[src/rtl/rx_align_pkg.sv]
// Shared types and constants for the HSST lane comma-alignment controller.
// Latency: n/a (declarations only).
// Backpressure: none.
package rx_align_pkg;

   localparam logic [7:0] K28_5  = 8'hBC;
   localparam int         LANES  = 4;
   localparam int         LANE_W = 2;

   typedef enum logic [2:0] {
      IDLE,
      HUNT,
      VERIFY,
      LOCKED,
      RST
   } align_state_t;

   function automatic logic [2:0] hit_count(input logic [LANES-1:0] hits);
      logic [2:0] n;
      n = '0;
      for (int i = 0; i < LANES; i++) begin
         n = n + {2'b00, hits[i]};
      end
      return n;
   endfunction

endpackage

[src/rtl/rx_comma_detect.sv]
// Per-byte K28.5 comma detector: flags a single comma, multiple commas, and the lane index.
// Latency: 1 cycle (registered outputs).
// Backpressure: none; evaluates every received word.
module rx_comma_detect
   import rx_align_pkg::*;
(
   input  logic              rx_clk,
   input  logic              rst_n,
   input  logic [31:0]       rxd,
   input  logic [3:0]        rxk,
   output logic              comma_ok,
   output logic              comma_multi,
   output logic [LANE_W-1:0] comma_pos
);

   logic [LANES-1:0]  hit;
   logic [2:0]        nhit;
   logic [LANE_W-1:0] pos;

   always_comb begin
      hit = '0;
      pos = '0;
      for (int i = 0; i < LANES; i++) begin
         hit[i] = rxk[i] && (rxd[8*i +: 8] == K28_5);
         if (hit[i]) begin
            pos = LANE_W'(i);
         end
      end
      nhit = hit_count(hit);
   end

   always_ff @(posedge rx_clk) begin
      if (!rst_n) begin
         comma_ok    <= 1'b0;
         comma_multi <= 1'b0;
         comma_pos   <= '0;
      end else begin
         comma_ok    <= (nhit == 3'd1);
         comma_multi <= (nhit > 3'd1);
         comma_pos   <= pos;
      end
   end

endmodule

[src/rtl/rx_comma_lock_ctrl.sv]
// HSST lane comma hunt/verify/lock controller with lane-reset request; RX_ALIGN_ERR_CNT_EN adds err_cnt.
// Latency: comma detect 1 cycle, state and outputs follow 1 cycle later.
// Backpressure: none; one word is consumed per rx_clk.
module rx_comma_lock_ctrl
   import rx_align_pkg::*;
#(
   parameter int COMMA_PERIOD = 16,
   parameter int LOCK_CNT     = 3,
   parameter int UNLOCK_CNT   = 4,
   parameter int TIMEOUT      = 1024,
   parameter int RST_LEN      = 8
)(
   input  logic        rx_clk,
   input  logic        rst_n,
   input  logic        hsst_rx_ready,
   input  logic [31:0] hsst_rxd,
   input  logic [3:0]  hsst_rxk,
   output logic [1:0]  shift_sel,
   output logic        shift_vld,
   output logic        link_up,
   output logic        lane_rst_req,
   output logic [15:0] err_cnt,
   input  logic        err_clr
);

   localparam int PCNT_W = $clog2(COMMA_PERIOD);
   localparam int TMO_W  = $clog2(TIMEOUT + 1);
   localparam int GOOD_W = $clog2(LOCK_CNT + 1);
   localparam int MISS_W = $clog2(UNLOCK_CNT + 1);
   localparam int RCNT_W = $clog2(RST_LEN + 1);

   localparam logic [PCNT_W-1:0] PCNT_LAST = PCNT_W'(COMMA_PERIOD - 1);
   localparam logic [TMO_W-1:0]  TMO_LAST  = TMO_W'(TIMEOUT - 1);
   localparam logic [GOOD_W-1:0] GOOD_LOCK = GOOD_W'(LOCK_CNT);
   localparam logic [MISS_W-1:0] MISS_DROP = MISS_W'(UNLOCK_CNT);
   localparam logic [RCNT_W-1:0] RCNT_LAST = RCNT_W'(RST_LEN - 1);

   logic              det_ok;
   logic              det_multi;
   logic [LANE_W-1:0] det_pos;

   align_state_t      state, state_nxt;
   logic [PCNT_W-1:0] pcnt, pcnt_nxt, pcnt_adv;
   logic [TMO_W-1:0]  tmo, tmo_nxt;
   logic [GOOD_W-1:0] good, good_nxt, good_inc;
   logic [MISS_W-1:0] miss, miss_nxt, miss_inc;
   logic [RCNT_W-1:0] rcnt, rcnt_nxt;
   logic [LANE_W-1:0] cand_pos, cand_nxt;
   logic              slot, good_comma, any_comma, tmo_hit;
   logic              err_inc;

   rx_comma_detect u_detect (
      .rx_clk      (rx_clk),
      .rst_n       (rst_n),
      .rxd         (hsst_rxd),
      .rxk         (hsst_rxk),
      .comma_ok    (det_ok),
      .comma_multi (det_multi),
      .comma_pos   (det_pos)
   );

   always_comb begin
      state_nxt  = state;
      pcnt_nxt   = pcnt;
      tmo_nxt    = tmo;
      good_nxt   = good;
      miss_nxt   = miss;
      rcnt_nxt   = '0;
      cand_nxt   = cand_pos;
      err_inc    = 1'b0;
      slot       = (pcnt == PCNT_LAST);
      pcnt_adv   = slot ? '0 : pcnt + 1'b1;
      good_inc   = good + 1'b1;
      miss_inc   = miss + 1'b1;
      good_comma = det_ok && (det_pos == cand_pos);
      any_comma  = det_ok || det_multi;
      tmo_hit    = (tmo == TMO_LAST);

      case (state)
         IDLE: begin
            tmo_nxt = '0;
            if (hsst_rx_ready) begin
               state_nxt = HUNT;
            end
         end
         HUNT: begin
            if (!hsst_rx_ready) begin
               state_nxt = IDLE;
            end else if (tmo_hit) begin
               state_nxt = RST;
            end else begin
               tmo_nxt = tmo + 1'b1;
               if (det_ok) begin
                  cand_nxt  = det_pos;
                  pcnt_nxt  = '0;
                  good_nxt  = '0;
                  state_nxt = VERIFY;
               end
            end
         end
         VERIFY: begin
            // timeout is checked before the slot, so it wins over a completing lock
            if (!hsst_rx_ready) begin
               state_nxt = IDLE;
            end else if (tmo_hit) begin
               state_nxt = RST;
            end else begin
               tmo_nxt  = tmo + 1'b1;
               pcnt_nxt = pcnt_adv;
               if (slot && good_comma) begin
                  good_nxt = good_inc;
                  if (good_inc == GOOD_LOCK) begin
                     miss_nxt  = '0;
                     state_nxt = LOCKED;
                  end
               end else if (slot || any_comma) begin
                  err_inc   = 1'b1;
                  state_nxt = HUNT;
               end
            end
         end
         LOCKED: begin
            tmo_nxt = '0;
            if (!hsst_rx_ready) begin
               state_nxt = IDLE;
            end else begin
               // period keeps free-running; early commas never resync it
               pcnt_nxt = pcnt_adv;
               if (slot && good_comma) begin
                  miss_nxt = '0;
               end else if (slot || any_comma) begin
                  err_inc  = 1'b1;
                  miss_nxt = miss_inc;
                  if (miss_inc == MISS_DROP) begin
                     state_nxt = HUNT;
                  end
               end
            end
         end
         RST: begin
            if (rcnt == RCNT_LAST) begin
               state_nxt = IDLE;
            end else begin
               rcnt_nxt = rcnt + 1'b1;
            end
         end
         default: begin
            state_nxt = IDLE;
         end
      endcase
   end

   always_ff @(posedge rx_clk) begin
      if (!rst_n) begin
         state        <= IDLE;
         pcnt         <= '0;
         tmo          <= '0;
         good         <= '0;
         miss         <= '0;
         rcnt         <= '0;
         cand_pos     <= '0;
         shift_sel    <= '0;
         shift_vld    <= 1'b0;
         link_up      <= 1'b0;
         lane_rst_req <= 1'b0;
      end else begin
         state        <= state_nxt;
         pcnt         <= pcnt_nxt;
         tmo          <= tmo_nxt;
         good         <= good_nxt;
         miss         <= miss_nxt;
         rcnt         <= rcnt_nxt;
         cand_pos     <= cand_nxt;
         shift_vld    <= (state_nxt == LOCKED);
         link_up      <= (state_nxt == LOCKED);
         lane_rst_req <= (state_nxt == RST);
         if ((state_nxt == LOCKED) && (state != LOCKED)) begin
            shift_sel <= cand_pos;
         end
      end
   end

`ifdef RX_ALIGN_ERR_CNT_EN
   logic [15:0] err_q;

   always_ff @(posedge rx_clk) begin
      if (!rst_n) begin
         err_q <= '0;
      end else if (err_clr) begin
         err_q <= '0;
      end else if (err_inc && (err_q != 16'hFFFF)) begin
         err_q <= err_q + 16'd1;
      end
   end

   assign err_cnt = err_q;
`else
   logic unused_err;

   assign unused_err = err_inc ^ err_clr;
   assign err_cnt    = '0;
`endif

endmodule

[config.mk]
export PLATFORM = sky130hd
export DESIGN_NAME = rx_comma_lock_ctrl
export DESIGN_NICKNAME = d
export VERILOG_FILES = /design/src/rtl/rx_align_pkg.sv /design/src/rtl/rx_comma_detect.sv /design/src/rtl/rx_comma_lock_ctrl.sv
export SDC_FILE = /design/constraint.sdc
export NUM_CORES = 1
export LEC_CHECK = 0
export ABC_AREA = 1
export ABC_CLOCK_PERIOD_IN_PS = 1520
export BUFFER_PORTS_ARGS = -buffer_cell sky130_fd_sc_hd__buf_2
export CAP_MARGIN = 10
export CORE_MARGIN = 2
export CORE_UTILIZATION = 40
export DETAILED_ROUTE_END_ITERATION = 8
export MAX_ROUTING_LAYER = met4
export PLACE_DENSITY = 0.7
export SLEW_MARGIN = 30
export SYNTH_ARGS = -nofsm -noshare
export SYNTH_HDL_FRONTEND = slang
export SYNTH_HIERARCHICAL = 1
export SYNTH_SLANG_ARGS = --single-unit
[constraint.sdc]
create_clock -name rx_clk -period 1.52 [get_ports rx_clk]
set_clock_uncertainty 0.05 [all_clocks]
set_input_delay 0.076 -clock rx_clk [delete_from_list [all_inputs] [get_ports rx_clk]]
set_output_delay 0.076 -clock rx_clk [all_outputs]
set_load 0.005 [all_outputs]
# Word-level counts from Yosys, hierarchy flattened
# Index checks and enable logic that the tools add are counted.
# op_classes
n_addsub	8
magnitude_cmp	1
n_mux	44
bitwise_logic	3
n_reduce_logical	22
n_eq_ne	29
# ops
operator	count
$mux 3	21
$eq 8x8->1 const B	4
$mux 4	7
$mux 11	2
$pmux 11 s2	1
$reduce_and 7->1	3
$mux 2	8
$ne 2x2->1 const B	8
$pmux 3 s5	1
$pmux 4 s3	1
$add 11x1->11 const B	1
$eq 11x10->1 const B	1
$eq 3x2->1 const B	3
$eq 3x3->1 const B	3
$add 4x1->4 const B	2
$logic_and 1x1->1	7
$add 3x1->3	2
$eq 3x1->1 const B	2
$pmux 3 s2	1
$reduce_bool 2->1	3
$eq 4x3->1 const B	1
$eq 4x4->1 const B	1
$ne 2x1->1 const B	2
$pmux 2 s2	1
other kinds (17)	21
# word_totals
output_inout_bits	21
input_bits	40
elab_cells	120
register_bits	37

# Longest topological paths before layout
# logic_depth
depth_word	9
mapped_depth	13

# Hierarchy
# The synthesis kept the hierarchy.
# by_module_without_submodules
module	cells_per_inst	area_per_inst_um2	instances
rx_comma_lock_ctrl	270	1868.0	1
rx_comma_detect	42	325.3	1

# Worst setup path before layout
# Ideal clock, no wire load.
# synth_path
path_kind	in2reg
from	input hsst_rxd[6]
to	register u_detect.comma_ok
path_buffers	0
cell_stages	7
setup_slack_ns	-0.142
required_ns	1.392
arrival_time_ns	1.534
cell_sequence	nand3b_1 > nor4_1 > fa_1 > ha_1 > inv_1 > ha_1 > nor3_1
# synth_between
elab_chain_cells	6
# synth_rtl
element	line_no	rtl
start, declared	rx_comma_lock_ctrl.sv:16	input logic [31:0] hsst_rxd,
$eq 8x8->1	rx_comma_detect.sv:24	hit[i] = rxk[i] && (rxd[8*i +: 8] == K28_5);
$logic_and 1x1->1	rx_comma_detect.sv:24	
$add 1x1->2	rx_align_pkg.sv:22	n = n + {2'b00, hits[i]};
$add 3x1->3 (2 in series)	rx_align_pkg.sv:22	
$eq 3x1->1	rx_comma_detect.sv:38	comma_ok <= (nhit == 3'd1);
end signal, assigned	rx_comma_detect.sv:38	
end, declared	rx_comma_detect.sv:11	output logic comma_ok,
# Every way passes these cells.
# A chain may end at the register's enable or synchronous reset.

# Worst setup path after layout
# layout_path
from	register tmo[0]
to	register pcnt[3]
# layout_between
elab_chain_cells	3
# layout_rtl
element	line_no	rtl
start, declared	rx_comma_lock_ctrl.sv:44	logic [TMO_W-1:0] tmo, tmo_nxt;
start signal, assigned	rx_comma_lock_ctrl.sv:169	tmo <= tmo_nxt;
$eq 11x10->1 (*)	rx_comma_lock_ctrl.sv:77	tmo_hit = (tmo == TMO_LAST);
$ne 2x2->1 (no source line)	n/a	
$reduce_and 7->1 (no source line) (*)	n/a	
end signal, assigned	rx_comma_lock_ctrl.sv:168	pcnt <= pcnt_nxt;
end, declared	rx_comma_lock_ctrl.sv:43	logic [PCNT_W-1:0] pcnt, pcnt_nxt, pcnt_adv;
# Every way passes the cells marked *; elsewhere a longest branch is shown, timed or not.

==> metrics.md <==
| Metric | Value |
|---|---|
| Initial Util | 42.1% |
| Failing checks | negative setup slack |
| Initial antenna violation count | 0 |
| Final GP Congestion | 0.883 |
| Clock power share | 35.9% |
| Die W | 78.1 µm |
| Post-Route WL | between 4000 and 5000 µm |
| Slew Limit Fails | 0 |
| Hold Fails Final Rpt | 0 |
| Fillers | 482 |
| Synth warn | 6 |
| Async set or reset register ratio after synthesis | 0% |
| Critical Path RT | 1.64 ns |
| PortBufs | between 40 and 50 |
| R2R depth | 8 |
| Cell area after synthesis | 0.00219 mm² |
| Clock root buffer master | clkbuf_8 |
| Logic pwr share | a little over a tenth |
| CP Capture Point | pcnt[3]$_SDFFE_PN0P_ |
| Hold Worst Slack | approximately 0.053 ns |
| Routed Antenna Nets | 0 |
| Register area share after synthesis | 33.8% |
| Post-layout instance area | 0.00315 mm² |
| TritonCTS clock tree | done |
| Kind of critical path | reg -> reg |
| Total CTS buffers | 5 |
| Pin count of the biggest net entering global routing | 15 |
| Detailed Place HPWL | 3580 µm |
| Status | complete, but fails checks |
| Peak VDD IR | 0.582 mV |
| DRC | 0 |
| Synth area leader | dfxtp_1 |
| Register bit count reported by yosys | 37 |
| Synth-to-layout area growth | 43.8% |
| First-pass GRT wire length | 8600 µm |
| Leak | 1.39 nW |
| Vias per cell | 4.66 |
| Clock Sinks | 37 |
| Worst setup startpoint | tmo[0]$_SDFFE_PN0P_ |
| Via count | 2,209 |
| Arr. time, crit path | 1.81 ns |
| Power Internal | ~1.4 mW |
| Site Rows | 26 |
| IO Pins | between 60 and 70 |
| Htree depth | 2 |
| Max-cap violations | 0 |
| Post-synth cell types | 38 |
| Grt total ovfl | 0 |
| Switching share of power | between 20% and 30% |
| Slowest library cell on the worst path | dfxtp_2 |
| Most area-consuming cells after synthesis | dfxtp_1 (34%), nand2_1 (10%), nor2_1 (8.0%) |
| Crit path max fanout | 5 |
| Reg2Reg Setup Slack | -0.17 ns |
| Setup violators final | 27 |
| F_max | 591 MHz |
| Worst Hold Class | in -> reg |
| WP depth | 8 |
| Clk pin slew, worst setup/hold paths | about 0.070 ns |
| Worst r2r dst | pcnt[3]$_SDFFE_PN0P_ |
| Min Tclk post-route | 1.69 ns |
| Fraction of layout cells with a size suffix above 1 | 42.8% |
| Worst setup SP type | flip-flop |
| Die Area | slightly above 0.006 mm² |
| CP max stage delay | 0.35 ns |
| Clk Latency, worst-skew pair | 0.29 ns |
| Core Area | 0.00520 mm² |
| Critical Path Sink Type | flip-flop |
| Post-synth top flop | dfxtp_1 |
| Synth top area share | 33.8% |
| Post-Synthesis Cells | 312 |
| Post-DP Area | roughly 0.0027 mm² |
| Vias in the first global route | 2,114 |
| NumNets Final | 453 |
| Total track usage | 18.1% |
| Syn Area/Cell | ~7.0 µm² |
| Final period util | 111% |
| Power Density | 584 mW/mm² |
| Sequential Power Share | about 53% |
| Number of enable flip-flop cells after synthesis | 0 |
| Post-CTS Hold Fix Bufs | 0 |
| RSZ-0062 raised after global routing | true |
| Violation count after the first detailed-route iteration | 75 |
| Longest Clk Path Bufs | 2 |
| Post-synth top cells | nand2_1 (60), nor2_1 (47), inv_1 (39), dfxtp_1 (37) |
| CP top delay family | simple AND/OR/NAND/NOR gates |
| Switch Pwr | 455 µW |
| Wire per inst | between 10 and 15 µm |
| # diodes | 0 |
| Final worst setup slack | -0.172 ns |
| CP Cell Sequence | ha_4 -> nand2_4 -> nor2_4 -> nand3_4 -> nor3_2 -> a21o_1 -> o21ai_0 -> nor3b_2 |
| Drt first pass iters | 4 |
| Die Span Y | between 70 and 80 µm |
| Most numerous cell in the Yosys netlist | nand2_1 |
| Reg2reg start | tmo[0]$_SDFFE_PN0P_ |
| WP buf/inv | 0 |
-- sequential cells by signal (all words and copies together), names as in the netlist, 2 cells and up --
name                count
good                    2
shift_sel               2
cand_pos                2
rcnt                    4
state                   3
tmo                    11
pcnt                    4
miss                    3
u_detect/comma_pos      2
-- placed cells by master (no fill, tap or decap), types with 3 or more instances in the layout --
cell type  synthesis  layout
dfxtp_2            0       6
buf_6              0       5
a21oi_2            2       8
clkbuf_8           0       5
nand3_4            0       3
o21ai_0           10       6
nor2_4             2       7
o21ai_1            4       5
a21oi_1           15       8
conb_1             1      16
nand3_2            1       7
dfxtp_1           37      31
buf_2              1      42
ha_1               9       4
nand3_1           17       8
nor2_2             4       4
nand2_4            2       7
nand2_2            3      10
xor2_1             3       3
nand2_1           60      48
ha_4               0       3
nor3_1             5       3
o21ai_2            0       3
nand4_1            7       7
nor3_4             1       3
inv_2              5       6
nor2_1            47      42
buf_4             17      40
inv_1             39      37
-- per-layer routing --
metal  vias to the layer above  part of all wire (%)  GRT usage [%]
li1                       1142                     -              -
met1                       998                    43           20.2
met2                        52                    51           30.9
met3                        17                   3.5           5.06
met4                         0                   2.7           6.49
met5                         -                     0              -
-- per-stage QoR --
step | power (mW) | util, % | TNS [ns] | instances | setup WS [ns]
finish | 1.84 | 60.6 | -2.02 | 474 | -0.172
global route | 1.93 | 60.6 | -5.14 | 474 | -0.255
CTS | 1.84 | 57.9 | -1.34 | 470 | -0.135
detailed placement | 1.17 | 52.1 | -3.28 | 455 | -0.330
global placement | 1.16 | 52.1 | -2.37 | 455 | -0.238
floorplan | 1.11 | - | -0.103 | 327 | -0.103
-- tightest hold or removal path, stage by stage --
cell     delay [ns]
buf_2          0.08
nor2_1         0.04
nand3_2        0.09
a21oi_1        0.06
-- cells by family after synthesis --
logic type                 Yosys count  synth area share [%]
other                                1                 0.171
and+or+nand+nor                    159                  34.9
DFF                                 37                  33.8
adders and majority gates           10                  6.05
buffers and inverters               63                  13.7
xor gates and xnor gates             4                  1.60
AOI/OAI and AO/OA                   38                  9.76
-- layout make-up --
class / instances / area (µm²) / area share (%)
Clock inverter: 2 / 10.0 / 0.317
Timing Repair Buffer: 87 / 567 / 18.0
Sequential cell: 37 / 748 / 23.7
Clock buffer: 6 / 72.6 / 2.30
Multi-Input combinational cell: 227 / 1490 / 47.4
Tap cell: 70 / 87.6 / 2.78
Inverter: 45 / 174 / 5.52
-- power groups by stage --
stage | clock network, mW | registers, mW | logic, mW
global route | 0.725 | 0.980 | 0.224
CTS | 0.673 | 0.979 | 0.183
detailed placement | 0 | 1.00 | 0.166
finish | 0.660 | 0.979 | 0.200
global placement | 0 | 1.00 | 0.163
floorplan | 0 | 1.00 | 0.109
-- worst min-delay path by stage --
stage,from,to,slack [ns],cells after the start
global route,hsst_rxd[22],u_detect/comma_pos[1]$_SDFF_PN0_,0.05,4
CTS,hsst_rxd[16],u_detect/comma_pos[1]$_SDFF_PN0_,0.05,4
global placement,hsst_rxd[16],u_detect/comma_pos[1]$_SDFF_PN0_,0.34,4
detailed placement,hsst_rxd[16],u_detect/comma_pos[1]$_SDFF_PN0_,0.35,4
finish,hsst_rxd[16],u_detect/comma_pos[1]$_SDFF_PN0_,0.05,4
floorplan,rst_n,u_detect/comma_ok$_SDFF_PN0_,0.15,2
-- repair_timing --
item / in CTS / in global routing
buffers inserted: 7 / 4
pin swaps: 27 / 19
gates resized for setup: 41 / 31
setup endpoints to repair: 27 / 30
No activity file was read; power rests on OpenSTA's default activity.
